File: src/rtl/multitap_keypad.sv
// Matrix keypad scanner, debouncer and multi-tap letter composer.
// Committed characters leave over a valid/ready handshake.
module multitap_keypad #(
  parameter int NUM_ROWS        = 4,
  parameter int NUM_COLS        = 4,
  parameter int TAPS_PER_KEY    = 3,
  parameter int DEBOUNCE_CYCLES = 4,
  parameter int TAP_TIMEOUT     = 50,
  parameter int SCAN_CYCLES     = 2
) (
  input  logic                clk,
  input  logic                nRst,
  input  logic [NUM_ROWS-1:0] row,
  output logic [NUM_COLS-1:0] col,
  output logic [7:0]          out_char,
  output logic                out_valid,
  input  logic                out_ready,
  output logic [7:0]          preview_char,
  output logic                error
);

  localparam int NUM_KEYS = NUM_ROWS * NUM_COLS;
  localparam int KW  = $clog2(NUM_KEYS);
  localparam int TW  = (TAPS_PER_KEY > 1) ? $clog2(TAPS_PER_KEY) : 1;
  localparam int TMW = $clog2(TAP_TIMEOUT + 1);
  localparam int DW  = $clog2(DEBOUNCE_CYCLES);
  localparam int SW  = (SCAN_CYCLES > 1) ? $clog2(SCAN_CYCLES) : 1;

  localparam logic [KW-1:0]  KEY_SUBMIT = KW'(NUM_KEYS - 1);
  localparam logic [KW-1:0]  KEY_CLEAR  = KW'(NUM_KEYS - 2);
  localparam logic [DW-1:0]  DEB_LAST   = DW'(DEBOUNCE_CYCLES - 1);
  localparam logic [SW-1:0]  SCAN_LAST  = SW'(SCAN_CYCLES - 1);
  localparam logic [TMW-1:0] TIMEOUT_V  = TMW'(TAP_TIMEOUT);

  typedef enum logic [1:0] {IDLE, COMPOSE, EMIT} state_t;

  // Number of letters on a key; zero for unused keys and for CLEAR/SUBMIT.
  function automatic int taps_for(input logic [KW-1:0] key);
    int n;
    n = 26 - int'(key) * TAPS_PER_KEY;
    if (key >= KEY_CLEAR) n = 0;
    else if (n > TAPS_PER_KEY) n = TAPS_PER_KEY;
    else if (n < 0) n = 0;
    else n = n;
    return n;
  endfunction

  function automatic logic [7:0] letter(input logic [KW-1:0] key, input logic [TW-1:0] tap);
    int v;
    v = 65 + int'(key) * TAPS_PER_KEY + int'(tap);
    return v[7:0];
  endfunction

  function automatic logic [KW-1:0] encode(input logic [NUM_COLS-1:0] c, input logic [NUM_ROWS-1:0] r);
    int ri;
    int ci;
    ri = 0;
    ci = 0;
    for (int i = NUM_ROWS - 1; i >= 0; i--) ri = r[i] ? i : ri;
    for (int j = NUM_COLS - 1; j >= 0; j--) ci = c[j] ? j : ci;
    return KW'(ri * NUM_COLS + ci);
  endfunction

  logic [NUM_COLS-1:0] col_r;
  logic [SW-1:0]       scan_cnt_r;
  logic [NUM_ROWS-1:0] prev_row_r;
  logic [NUM_COLS-1:0] prev_col_r;
  logic [DW-1:0]       stab_cnt_r;
  logic [DW-1:0]       rel_cnt_r;
  logic                locked_r;
  logic                evt_r;
  logic                evt_multi_r;
  logic [KW-1:0]       evt_key_r;

  logic row_any_s;
  logic row_multi_s;
  logic same_s;
  logic [KW-1:0] key_s;

  assign row_any_s   = |row;
  assign row_multi_s = (row & (row - NUM_ROWS'(1))) != NUM_ROWS'(0);
  assign same_s      = (row == prev_row_r) && (col_r == prev_col_r);
  assign key_s       = encode(col_r, row);
  assign col         = col_r;

  // Column scanner: rotate while the keypad is quiet, freeze on any row activity.
  always_ff @(posedge clk or negedge nRst) begin
    if (!nRst) begin
      col_r      <= NUM_COLS'(1);
      scan_cnt_r <= SW'(0);
    end else if (row_any_s) begin
      col_r      <= col_r;
      scan_cnt_r <= scan_cnt_r;
    end else if (scan_cnt_r == SCAN_LAST) begin
      col_r      <= {col_r[NUM_COLS-2:0], col_r[NUM_COLS-1]};
      scan_cnt_r <= SW'(0);
    end else begin
      scan_cnt_r <= scan_cnt_r + SW'(1);
    end
  end

  // Debouncer: one event per press, re-armed only after a stable release.
  always_ff @(posedge clk or negedge nRst) begin
    if (!nRst) begin
      prev_row_r  <= NUM_ROWS'(0);
      prev_col_r  <= NUM_COLS'(0);
      stab_cnt_r  <= DW'(0);
      rel_cnt_r   <= DW'(0);
      locked_r    <= 1'b0;
      evt_r       <= 1'b0;
      evt_multi_r <= 1'b0;
      evt_key_r   <= KW'(0);
    end else begin
      prev_row_r <= row;
      prev_col_r <= col_r;
      evt_r      <= 1'b0;
      if (!locked_r) begin
        rel_cnt_r <= DW'(0);
        if (row_any_s && same_s) begin
          if (stab_cnt_r == DEB_LAST) begin
            stab_cnt_r  <= DW'(0);
            locked_r    <= 1'b1;
            evt_r       <= 1'b1;
            evt_multi_r <= row_multi_s;
            evt_key_r   <= key_s;
          end else begin
            stab_cnt_r <= stab_cnt_r + DW'(1);
          end
        end else if (row_any_s) begin
          stab_cnt_r <= DW'(1);
        end else begin
          stab_cnt_r <= DW'(0);
        end
      end else begin
        stab_cnt_r <= DW'(0);
        if (row_any_s) begin
          rel_cnt_r <= DW'(0);
        end else if (rel_cnt_r == DEB_LAST) begin
          rel_cnt_r <= DW'(0);
          locked_r  <= 1'b0;
        end else begin
          rel_cnt_r <= rel_cnt_r + DW'(1);
        end
      end
    end
  end

  state_t         state_r, state_n;
  logic [KW-1:0]  key_r, key_n, pend_key_r, pend_key_n;
  logic [TW-1:0]  tap_r, tap_n;
  logic [TMW-1:0] timer_r, timer_n;
  logic           pend_valid_r, pend_valid_n;
  logic [7:0]     out_char_r, out_char_n, preview_r, preview_n;
  logic           out_valid_r, out_valid_n, error_r, error_n;
  logic           evt_ok_s;
  int             evt_taps_s;

  assign evt_ok_s   = evt_r && !evt_multi_r;
  assign evt_taps_s = taps_for(evt_key_r);

  // Composer next-state: tap cycling, commits, pending key hand-over, error pulses.
  always_comb begin
    state_n      = state_r;
    key_n        = key_r;
    tap_n        = tap_r;
    timer_n      = timer_r;
    pend_valid_n = pend_valid_r;
    pend_key_n   = pend_key_r;
    out_char_n   = out_char_r;
    out_valid_n  = out_valid_r;
    error_n      = evt_r && evt_multi_r;
    preview_n    = 8'h20;
    case (state_r)
      IDLE: begin
        if (evt_ok_s) begin
          if (evt_key_r == KEY_SUBMIT || evt_key_r == KEY_CLEAR) begin
            out_char_n   = (evt_key_r == KEY_SUBMIT) ? 8'h0D : 8'h08;
            out_valid_n  = 1'b1;
            pend_valid_n = 1'b0;
            state_n      = EMIT;
          end else if (evt_taps_s > 0) begin
            key_n   = evt_key_r;
            tap_n   = TW'(0);
            timer_n = TMW'(0);
            state_n = COMPOSE;
          end else begin
            error_n = 1'b1;
          end
        end else begin
          state_n = IDLE;
        end
      end
      COMPOSE: begin
        if (evt_ok_s) begin
          if (evt_key_r == key_r) begin
            tap_n   = (int'(tap_r) + 1 >= taps_for(key_r)) ? TW'(0) : tap_r + TW'(1);
            timer_n = TMW'(0);
          end else if (evt_key_r == KEY_CLEAR) begin
            state_n = IDLE;
          end else if (evt_key_r == KEY_SUBMIT || evt_taps_s > 0) begin
            out_char_n   = letter(key_r, tap_r);
            out_valid_n  = 1'b1;
            pend_valid_n = (evt_key_r != KEY_SUBMIT);
            pend_key_n   = evt_key_r;
            state_n      = EMIT;
          end else begin
            error_n = 1'b1;
          end
        end else if (evt_r) begin
          timer_n = timer_r;
        end else if (timer_r == TIMEOUT_V) begin
          out_char_n   = letter(key_r, tap_r);
          out_valid_n  = 1'b1;
          pend_valid_n = 1'b0;
          state_n      = EMIT;
        end else begin
          timer_n = timer_r + TMW'(1);
        end
      end
      EMIT: begin
        // Presses arriving while the consumer stalls are dropped, not queued.
        error_n = evt_r;
        if (out_valid_r && out_ready) begin
          out_valid_n = 1'b0;
          if (pend_valid_r) begin
            key_n        = pend_key_r;
            tap_n        = TW'(0);
            timer_n      = TMW'(0);
            pend_valid_n = 1'b0;
            state_n      = COMPOSE;
          end else begin
            state_n = IDLE;
          end
        end else begin
          state_n = EMIT;
        end
      end
      default: begin
        state_n     = IDLE;
        out_valid_n = 1'b0;
      end
    endcase
    case (state_n)
      COMPOSE: preview_n = letter(key_n, tap_n);
      EMIT:    preview_n = pend_valid_n ? letter(pend_key_n, TW'(0)) : 8'h20;
      default: preview_n = 8'h20;
    endcase
  end

  // Composer state and registered outputs.
  always_ff @(posedge clk or negedge nRst) begin
    if (!nRst) begin
      state_r      <= IDLE;
      key_r        <= KW'(0);
      tap_r        <= TW'(0);
      timer_r      <= TMW'(0);
      pend_valid_r <= 1'b0;
      pend_key_r   <= KW'(0);
      out_char_r   <= 8'h00;
      out_valid_r  <= 1'b0;
      preview_r    <= 8'h20;
      error_r      <= 1'b0;
    end else begin
      state_r      <= state_n;
      key_r        <= key_n;
      tap_r        <= tap_n;
      timer_r      <= timer_n;
      pend_valid_r <= pend_valid_n;
      pend_key_r   <= pend_key_n;
      out_char_r   <= out_char_n;
      out_valid_r  <= out_valid_n;
      preview_r    <= preview_n;
      error_r      <= error_n;
    end
  end

  assign out_char     = out_char_r;
  assign out_valid    = out_valid_r;
  assign preview_char = preview_r;
  assign error        = error_r;

endmodule

File: config.mk
export PLATFORM = sky130hd
export DESIGN_NAME = multitap_keypad
export DESIGN_NICKNAME = d
export VERILOG_FILES = /design/src/rtl/multitap_keypad.sv
export SDC_FILE = /design/constraint.sdc
export NUM_CORES = 1
export LEC_CHECK = 0
export ABC_AREA = 1
export BUFFER_PORTS_ARGS = -buffer_cell sky130_fd_sc_hd__buf_2
export CELL_PAD_IN_SITES_DETAIL_PLACEMENT = 0
export CELL_PAD_IN_SITES_GLOBAL_PLACEMENT = 1
export CORE_UTILIZATION = 46
export DETAILED_ROUTE_END_ITERATION = 6
export GPL_ROUTABILITY_DRIVEN = 0
export HOLD_SLACK_MARGIN = 0.08
export PLACE_DENSITY_LB_ADDON = 0.1
export SYNTH_ARGS = -nofsm -noshare
export SYNTH_HDL_FRONTEND = slang
export SYNTH_SLANG_ARGS = --single-unit
File: constraint.sdc
create_clock -name clk -period 6.15 [get_ports clk]
set_clock_uncertainty 0.2 [all_clocks]
set_input_delay 0.3075 -clock clk [delete_from_list [all_inputs] [get_ports clk]]
set_output_delay 0.3075 -clock clk [all_outputs]
set_load 0.05 [all_outputs]
==> run summary, run 1 <==
Status = finished, violations left
Failing checks = DRC
# clock sinks = 60
Longest Clk Path Bufs = 2
Hold Path Origin = col[1]
Placed Cells = 651
Vias per cell = 4.99
Synth unique cells = 47
Remaining antenna violation count = 0
CP Capture Type = register
Worst-path clk slew = 0.08 ns
CP Max Fanout = 6
Setup_tns = 0 ns
VDD IR max = 161 uV
GRT Overall Usage = 0.203
RSZ-0062 raised after global routing = no
Ys flop type = dfrtp_1
DRC Markers = 1
Post-Syn Area = 4270 sq um
Worst Hold Class = register to register
Die span in y = 98.4 um
Met2 Track Usage GR = 0.328
Worst-margin pin slew = 0.773 ns
Max-Slew Margin vs Limit = 0.485
Synth Net Count = 574
Seq/Total Area, Yosys = 0.352
Critical R2R Capture = preview_char[4]
Global-route wire length before repair = 15500 um
Final net count = 615
Fin crit period = 5.17 ns
Drt wl/cell = 13.4 um
Grt met3 use = 0.0387
Power Total = 0.00143 W
Pleak = 2.49 nW
Total number of vias = 3356
Die span in x = 98.4 um
Max-cap violation count = 0
Reg2reg start = key_r[0]
Period utilization = 0.841
Slew Limit Fails = 0
Largest net degree at the start of global routing = 61
EDFF count, synth = 0
Met1 Usage GRT = 0.280
Hold endpoint = prev_col_r[1]
Power per cell area = 299 nW/um^2
Finished Layout Cells = 672
IO Pins = 29
Root Buffer = clkbuf_8
Initial DRC count = 107
Worst R2R Path Depth = 25
Crit path launch type = register
Ant. Diodes = 0
Post-synth ARST share = 1.00
Count of final hold-check violations = 0
Post-CTS Setup Inserts = 0
Most Crowded Layer GR = met2
Data required, critical path = 6.21 ns
Fmax = 193 MHz
Arrival @ worst endpoint = 5.23 ns
H-tree lvl count = 3
WL final = 9010 um
Drt first pass iters = 7
Vias in the first global route = 3330
Initial Utilization = 0.483
Worst hold stages = 0
Reg2reg setup slack = 0.98 ns
Core box area = 8850 sq um
Post-Synthesis Cells = 518
Synth Register Bits = 60
Crit Path Category = register to register
Total CTS buffers = 9
Port bufs = 27
# setup viols final = 0
GRT overflow = 0
Yosys warns = 0
Share of layout cells above drive strength 1 = 0.181
Detail Placement HPWL = 6940 um
Skew-Pair Late Insertion Delay = 0.34 ns
Hold Slack = 0.233 ns
CTS tree = built
Area growth syn-to-layout = 12.0%
Initial antenna violation count = 0
Synth Area per Inst = 8.25 sq um
Row cnt = 34
Die ar. = 9680 sq um
routing by layer:
metal / part of all wire / vias to the layer above
li1: - / 1767
met1: 0.51 / 1549
met2: 0.45 / 35
met3: 0.027 / 5
met4: 0.0080 / 0
met5: 0 / -
synthesized netlist by cell type (3+ instances only):
cell type    n  share of area
a21oi_1     25          0.029
a31oi_1      4         0.0059
and3_1       3         0.0044
dfrtp_1     58           0.34
fa_1         6          0.028
ha_1        43           0.13
inv_1       74          0.065
inv_2       12          0.011
nand2_1    104          0.091
nand2_2      4         0.0059
nand2_4      3         0.0079
nand3_1     26          0.030
nand3b_1     4         0.0070
nand4_1      7          0.010
nor2_1      36          0.032
nor2_8       4          0.019
nor4_1       3         0.0044
o21ai_0     28          0.033
o21ai_1      7         0.0082
o21ai_2     12          0.025
o22ai_1      3         0.0044
or2_2        8          0.012
xnor2_1      7          0.014
xor2_1       4         0.0082
worst max path at each step:
stage / depth (start not counted) / to / slack, ns / from
after floorplan: 25 / preview_char[4] / 1.39 / key_r[0]
after global placement: 24 / preview_char[4] / 1.17 / key_r[0]
after detailed placement: 25 / preview_char[4] / 0.99 / key_r[0]
after CTS: 25 / preview_char[4] / 0.99 / key_r[0]
after global routing: 24 / preview_char[4] / 0.51 / key_r[0]
final: 25 / preview_char[4] / 0.98 / key_r[0]
report_power, final:
| group | switching, W | internal [W] |
|---|---|---|
| logic | 0.000355 | 0.000166 |
| clock network | 0.000173 | 0.000239 |
| registers | 0.0000558 | 0.000440 |
| total | 0.000584 | 0.000845 |
cells by family (layout without fill, tap and decap cells):
logic type | after synthesis | in the layout | synth area share
simple gates | 213 | 213 | 0.250
compound gates | 91 | 91 | 0.130
buf+inv | 91 | 137 | 0.0875
flops | 60 | 60 | 0.352
fa+ha+maj | 49 | 49 | 0.154
xor+xnor | 11 | 11 | 0.0225
other cells | 2 | 2 | 0.00176
mux | 1 | 1 | 0.00234
flip-flops by register name, summed over array words and instances, names as in the netlist, 4 cells and up:
register / cells
col: 4
preview_char: 7
prev_col_r: 4
out_char: 8
key_r: 4
pend_key_r: 4
evt_key_r: 4
timer_r: 6
prev_row_r: 4
critical path: stages, from the launching register on:
cell and delay [ns]:
dfrtp_1 0.48, ha_1 0.21, inv_1 0.06, fa_1 0.50, inv_1 0.10, a21oi_1 0.23, inv_1 0.07, nand3_1 0.12
ha_1 0.25, inv_1 0.06, o2111ai_1 0.10, a21oi_1 0.18, a31oi_1 0.11, ha_1 0.28, nand3_1 0.07, o2111ai_1 0.09
inv_1 0.07, a22o_1 0.27, fa_1 0.54, fa_1 0.43, nand2_1 0.10, nand2_1 0.05, a21oi_1 0.16, o21ai_0 0.10
a21o_1 0.17, a21oi_1 0.13
timing repair:
action | 4_1_cts | 5_1_grt
resized for setup | 0 | 0
hold buffers | 5 | 0
endpoints found under the hold margin | 62 | 0
cell type report:
type | instances | area, sq um
multi-input cells | 367 | 2400
flip-flops and latches | 60 | 1500
inverters | 88 | 335
well taps | 108 | 135
fillers | 832 | 4060
clock buffers | 10 | 138
clock inverters | 6 | 87.6
repair buffers | 33 | 193
stage by stage:
| step | utilization | area, sq um | setup WS (ns) |
|---|---|---|---|
| floorplan | - | 4270 | 1.39 |
| global placement | 0.510 | 4510 | 1.17 |
| detailed placement | 0.510 | 4510 | 0.992 |
| CTS | 0.541 | 4790 | 0.992 |
| global route | 0.541 | 4790 | 0.514 |
| finish | 0.541 | 4790 | 0.978 |
cell usage in the layout (no fill, tap or decap), types with 10 or more instances in the layout:
| master | n |
|---|---|
| a21oi_1 | 25 |
| o21ai_0 | 28 |
| ha_1 | 43 |
| nand2_1 | 104 |
| clkbuf_8 | 10 |
| inv_2 | 12 |
| nor2_1 | 36 |
| dfrtp_1 | 58 |
| nand3_1 | 26 |
| o21ai_2 | 12 |
| buf_2 | 27 |
| inv_1 | 74 |
(Power assumes the default switching activity.)
==> run 2, diff against run 1 <==
==> constraint.sdc (replaced) <==
create_clock -name clk -period 5.35 [get_ports clk]
set_clock_uncertainty 0.2 [all_clocks]
set_input_delay 0.2675 -clock clk [delete_from_list [all_inputs] [get_ports clk]]
set_output_delay 0.2675 -clock clk [all_outputs]
set_load 0.05 [all_outputs]
==> run 2 against run 1 <==
  * The flow still finishes with violations (DRC)
  * Total power is 15% higher
  * First-iteration DRC count unchanged
  * Utilization rose by 0.31 points
==> run summary, run 2 (synthesized netlist as in run 1, its figures left out) <==
Data required, critical path = 5.41 ns (-0.80 ns)
RSZ-0062 raised after global routing = no
Max-Slew Margin vs Limit = 0.484 (about the same)
Worst Hold Class = register to register
Grt met3 use = 0.0387 (unchanged)
Core box area = 8850 sq um (unchanged)
Detail Placement HPWL = 6940 um (unchanged)
# clock sinks = 60 (unchanged)
Crit path launch type = register
Drt first pass iters = 7 (unchanged)
Die span in x = 98.4 um (unchanged)
Setup_tns = 0 ns (unchanged)
Most Crowded Layer GR = met2
Commonest non-fill, non-tap cells in the layout = nand2_1 (104), inv_1 (72), dfrtp_1 (57)
Crit Path Category = register to register
Row cnt = 34 (unchanged)
Die ar. = 9680 sq um (unchanged)
Fmax = 201 MHz (+3.9%)
Final net count = 617 (+0.33%)
Ant. Diodes = 0 (unchanged)
Psw = 0.000673 W (+15%)
Power per cell area = 342 nW/um^2 (+15%)
Post-DP Area = 4510 sq um (unchanged)
Total number of vias = 3361 (+0.15%)
Pleak = 2.51 nW (+0.68%)
Drt wl/cell = 13.5 um (+0.36%)
GRT Overall Usage = 0.203 (unchanged)
Max-cap violation count = 0 (unchanged)
# fillers = 834 (+0.24%)
Switch share = 0.409 (about the same)
Reg power frac = 0.346 (about the same)
Die span in y = 98.4 um (unchanged)
Failing checks = DRC
Met1 Usage GRT = 0.280 (unchanged)
Combinational power share = 0.366 (about the same)
Met2 Track Usage GR = 0.328 (unchanged)
Finished Cell Area = 4820 sq um (+0.57%)
Count of final hold-check violations = 0 (unchanged)
Vias in the first global route = 3330 (unchanged)
IO Pins = 29 (unchanged)
Fin crit period = 4.98 ns (-0.193 ns)
Port bufs = 27 (unchanged)
CP Max Fanout = 6 (unchanged)
Commonest non-fill, non-tap cell in the layout = nand2_1
CP Capture Type = register
# setup viols final = 0 (unchanged)
Largest net degree at the start of global routing = 61 (unchanged)
Total CTS buffers = 9 (unchanged)
Root Buffer = clkbuf_8
Worst-path clk slew = 0.08 ns (about the same)
DRC Markers = 1 (unchanged)
Share of layout cells above drive strength 1 = 0.193 (+0.0117)
Initial DRC count = 107 (unchanged)
Max reg flops = 8 (unchanged)
WL final = 9070 um (+0.65%)
GRT overflow = 0 (unchanged)
Period utilization = 0.931 (+0.0896)
Vias per cell = 4.99 (-0.15%)
Clk pwr share = 0.288 (about the same)
VDD IR max = 185 uV (+15%)
Remaining antenna violation count = 0 (unchanged)
Worst-margin pin slew = 0.773 ns (+0.000354 ns)
Slew Limit Fails = 0 (unchanged)
Longest Clk Path Bufs = 2 (unchanged)
Initial Utilization = 0.483 (unchanged)
H-tree lvl count = 3 (unchanged)
Initial antenna violation count = 0 (unchanged)
Global-route wire length before repair = 15500 um (unchanged)
Status = finished, violations left
Area growth syn-to-layout = 12.7%
Arrival @ worst endpoint = 5.04 ns (-0.19 ns)
Internal power = 0.000973 W (+15%)
Skew-Pair Late Insertion Delay = 0.34 ns (about the same)
CTS tree = built
-- run 2: per-stage QoR --
| stage | hold slack [ns] | instances | power, W | util | worst slack [ns] |
|---|---|---|---|---|---|
| after global routing | 0.248 | 674 | 0.00176 | 0.544 | 0.0120 |
| after floorplan | -0.228 | 518 | 0.00107 | - | 0.587 |
| after detailed placement | 0.217 | 651 | 0.00118 | 0.510 | 0.192 |
| after global placement | 0.218 | 651 | 0.00118 | 0.510 | 0.371 |
| final | 0.233 | 674 | 0.00165 | 0.544 | 0.371 |
| after CTS | 0.235 | 672 | 0.00166 | 0.541 | 0.192 |
-- run 2: what timing repair did --
| action | CTS | global route |
|---|---|---|
| setup buffers | 0 | 2 |
| gates resized for setup | 0 | 5 |
| hold endpoints to repair | 63 | 0 |
| hold buffers | 5 | 0 |
| setup endpoints to repair | 0 | 3 |
-- run 2: worst max-delay path, stage by stage (launching register included) --
cell	delay, ns
dfrtp_1	0.43
ha_1	0.21
inv_1	0.07
fa_1	0.44
inv_2	0.13
a21oi_2	0.06
inv_1	0.06
nand3_1	0.12
ha_1	0.31
inv_1	0.04
o2111ai_1	0.09
a21oi_1	0.08
a31o_2	0.21
ha_1	0.29
nand2_1	0.05
o2111ai_1	0.16
inv_1	0.07
a22o_1	0.26
fa_1	0.50
fa_1	0.43
nand2_1	0.10
nand2_1	0.05
a21oi_1	0.16
o21ai_0	0.10
a21o_1	0.17
a21oi_1	0.13
-- run 2: worst paths after layout --
check	start	depth (start not counted)	to	slack (ns)
max	key_r[1]	25	preview_char[4]	0.37
min	col[1]	0	prev_col_r[1]	0.23
max reg2reg	key_r[1]	25	preview_char[4]	0.37
min reg2reg	col[1]	0	prev_col_r[1]	0.23
max in group asynchronous	nRst	3	key_r[0]	3.97
min in group asynchronous	nRst	3	out_char[7]	0.41
-- run 2: cell type report --
cell class	count	area (sq um)	area share
clock buffers	10	138	0.0286
flip-flops and latches	60	1510	0.313
well taps	108	135	0.0281
multi-input cells	367	2410	0.500
repair buffers	35	208	0.0431
clock inverters	6	87.6	0.0182
inverters	88	335	0.0696
-- run 2: layer usage --
metal	vias to the layer above	part of all wire
met1	1546	0.50
met3	5	0.034
met4	0	0.0079
met5	-	0
met2	42	0.46
li1	1768	-
-- run 2: power groups by stage --
stage / Combinational (W) / Clock (W) / Sequential, W
floorplan: 0.000453 / 0 / 0.000615
global route: 0.000680 / 0.000500 / 0.000576
CTS: 0.000608 / 0.000480 / 0.000570
finish: 0.000602 / 0.000474 / 0.000570
detailed placement: 0.000602 / 0 / 0.000578
global placement: 0.000596 / 0 / 0.000579
==> run 3, diff against run 2 <==
--- a/config.mk
+++ b/config.mk
@@ -9,6 +9,7 @@
 export BUFFER_PORTS_ARGS = -buffer_cell sky130_fd_sc_hd__buf_2
 export CELL_PAD_IN_SITES_DETAIL_PLACEMENT = 0
 export CELL_PAD_IN_SITES_GLOBAL_PLACEMENT = 1
+export CORE_MARGIN = 4
 export CORE_UTILIZATION = 46
 export DETAILED_ROUTE_END_ITERATION = 6
 export GPL_ROUTABILITY_DRIVEN = 0
==> run 3 against run 2 <==
  * The run now ends clean
  * Flip-flop and latch count is the same
  * Final area grew 0.36%
  * Critical path depth is the same
  * Sequential share of layout area shrank 0.087 points
  * Critical path type unchanged
  * Largest power group unchanged
==> run summary, run 3 (synthesized netlist as in run 1, its figures left out) <==
Status = completed
Fin crit period = 5.08 ns (+0.0989 ns)
Detail Placement HPWL = 7280 um (+4.8%)
Worst Hold Class = register to register
Final net count = 616 (-0.16%)
Vias per cell = 5.08 (+1.9%)
Remaining antenna violation count = 0 (unchanged)
Worst R2R Path Depth = 25 (unchanged)
Area growth syn-to-layout = 13.1%
Commonest non-fill, non-tap cell in the layout = nand2_1
Drt first pass iters = 4 (-3)
Longest Clk Path Bufs = 2 (unchanged)
CP max stage cell = dfrtp_2
Largest net degree at the start of global routing = 61 (unchanged)
CTS tree = built
Setup_tns = 0 ns (unchanged)
Port bufs = 27 (unchanged)
Initial antenna violation count = 0 (unchanged)
Largest stage delay, worst path = 0.44 ns (-0.06 ns)
Pleak = 2.51 nW (about the same)
Commonest non-fill, non-tap cells in the layout = nand2_1 (104), inv_1 (73), dfrtp_1 (56)
Arrival @ worst endpoint = 5.14 ns (+0.10 ns)
IO Pins = 29 (unchanged)
VDD IR max = 179 uV (-3.1%)
Die span in x = 104 um (+6.1%)
Die ar. = 10900 sq um (+13%)
Max-cap violation count = 0 (unchanged)
Data required, critical path = 5.41 ns (about the same)
Hold endpoint = prev_col_r[1]
H-tree lvl count = 3 (unchanged)
Setup ws final = 0.272 ns (-0.0989 ns)
CP Capture Type = register
# setup viols final = 0 (unchanged)
Vias in the first global route = 3361 (+0.93%)
Period utilization = 0.949 (+0.0185)
Max-Slew Margin vs Limit = 0.466 (-0.0187)
GRT Overall Usage = 0.187 (-0.0153)
Worst-path clk slew = 0.08 ns (about the same)
Post-Place Worst Slack = 0.166 ns (-0.0256 ns)
GRT overflow = 0 (unchanged)
DRC Markers = 0 (-1)
Reg2reg start = key_r[0]
Crit path launch type = register
Global-route wire length before repair = 16500 um (+6.8%)
Power per cell area = 352 nW/um^2 (+2.8%)
Drt wl/cell = 14.2 um (+5.5%)
Worst-margin pin slew = 0.801 ns (+0.0281 ns)
Reg2reg setup slack = 0.27 ns (-0.10 ns)
Core box area = 8890 sq um (+0.48%)
Share of layout cells above drive strength 1 = 0.191 (-0.00143)
Ant. Diodes = 0 (unchanged)
Placed Cells = 651 (unchanged)
Max reg flops = 8 (unchanged)
WL final = 9560 um (+5.4%)
Count of final hold-check violations = 0 (unchanged)
Fmax = 197 MHz (-1.9%)
RSZ-0062 raised after global routing = no
Initial Utilization = 0.481 (-0.00231)
Initial DRC count = 174 (+63%)
Skew-Pair Late Insertion Delay = 0.34 ns (about the same)
# clock sinks = 60 (unchanged)
Root Buffer = clkbuf_8
Finished Layout Cells = 673 (-0.15%)
Total number of vias = 3420 (+1.8%)
Slew Limit Fails = 0 (unchanged)
Crit Path Category = register to register
Worst hold stages = 0 (unchanged)
CP Max Fanout = 6 (unchanged)
Row cnt = 34 (unchanged)
Total CTS buffers = 9 (unchanged)
Most used cell, CP = inv_1
Critical R2R Capture = preview_char[5]
Hold Path Origin = col[1]
Die span in y = 104 um (+6.1%)
## run 3: changes by cell type in the layout (fill, tap and decap cells not counted), sizes merged
| cell | before | now |
|---|---|---|
| clkinv | 4 | 2 |
| buf | 30 | 29 |
| bufinv | 2 | 3 |
| clkinvlp | 0 | 1 |
## run 3: what timing repair did
item	4_1_cts	5_1_grt
buffers inserted	0	1
endpoints found under the setup margin	0	3
hold endpoints to repair	63	0
gates resized for setup	0	5
hold buffers	5	0
## run 3: worst max-delay path by stage
stage	from	cells past startpoint	endpoint
after floorplan	key_r[0]	25	preview_char[4]
after global placement	key_r[0]	24	preview_char[4]
after detailed placement	key_r[0]	24	preview_char[4]
after CTS	key_r[0]	24	preview_char[4]
after global routing	key_r[0]	25	preview_char[5]
final	key_r[0]	25	preview_char[5]
## run 3: final cells by class
cell class,instances,area [sq um]
inverters,88,335
clock inverters,6,111
multi-input cells,367,2410
flip-flops and latches,60,1510
well taps,108,135
repair buffers,34,200
fillers,844,4060
clock buffers,10,138
## run 3: per-layer routing
layer / global-route usage / wire length, um / vias up
li1: - / - / 1765
met2: 0.299 / 4480 / 52
met3: 0.0329 / 360 / 7
met5: 0 / 0 / -
met1: 0.261 / 4600 / 1596
met4: 0.0513 / 119 / 0
## run 3: metrics by stage
step                area [sq um]  total power [W]   util  hold WS [ns]
finish                      4830          0.00170  0.544         0.230
CTS                         4810          0.00172  0.541         0.231
global route                4830          0.00182  0.544         0.248
global placement            4510          0.00118  0.508         0.209
floorplan                   4270          0.00107      -        -0.228
detailed placement          4510          0.00119  0.508         0.223
## run 3: report_power, final
group | internal, W | switching, W | total [W]
logic | 0.000194 | 0.000425 | 0.000618
clock network | 0.000322 | 0.000192 | 0.000515
registers | 0.000506 | 0.0000602 | 0.000566
## run 3: critical path, delay by kind of cell, from the launching register on
kind | cells | cell delay, ns
flip-flops | 1 | 0.44
adder cells (fa/ha/maj) | 6 | 1.96
XOR/XNOR | 1 | 0.18
buffers and inverters | 5 | 0.37
AND/OR/NAND/NOR | 4 | 0.42
AO/OA/AOI/OAI | 9 | 1.44
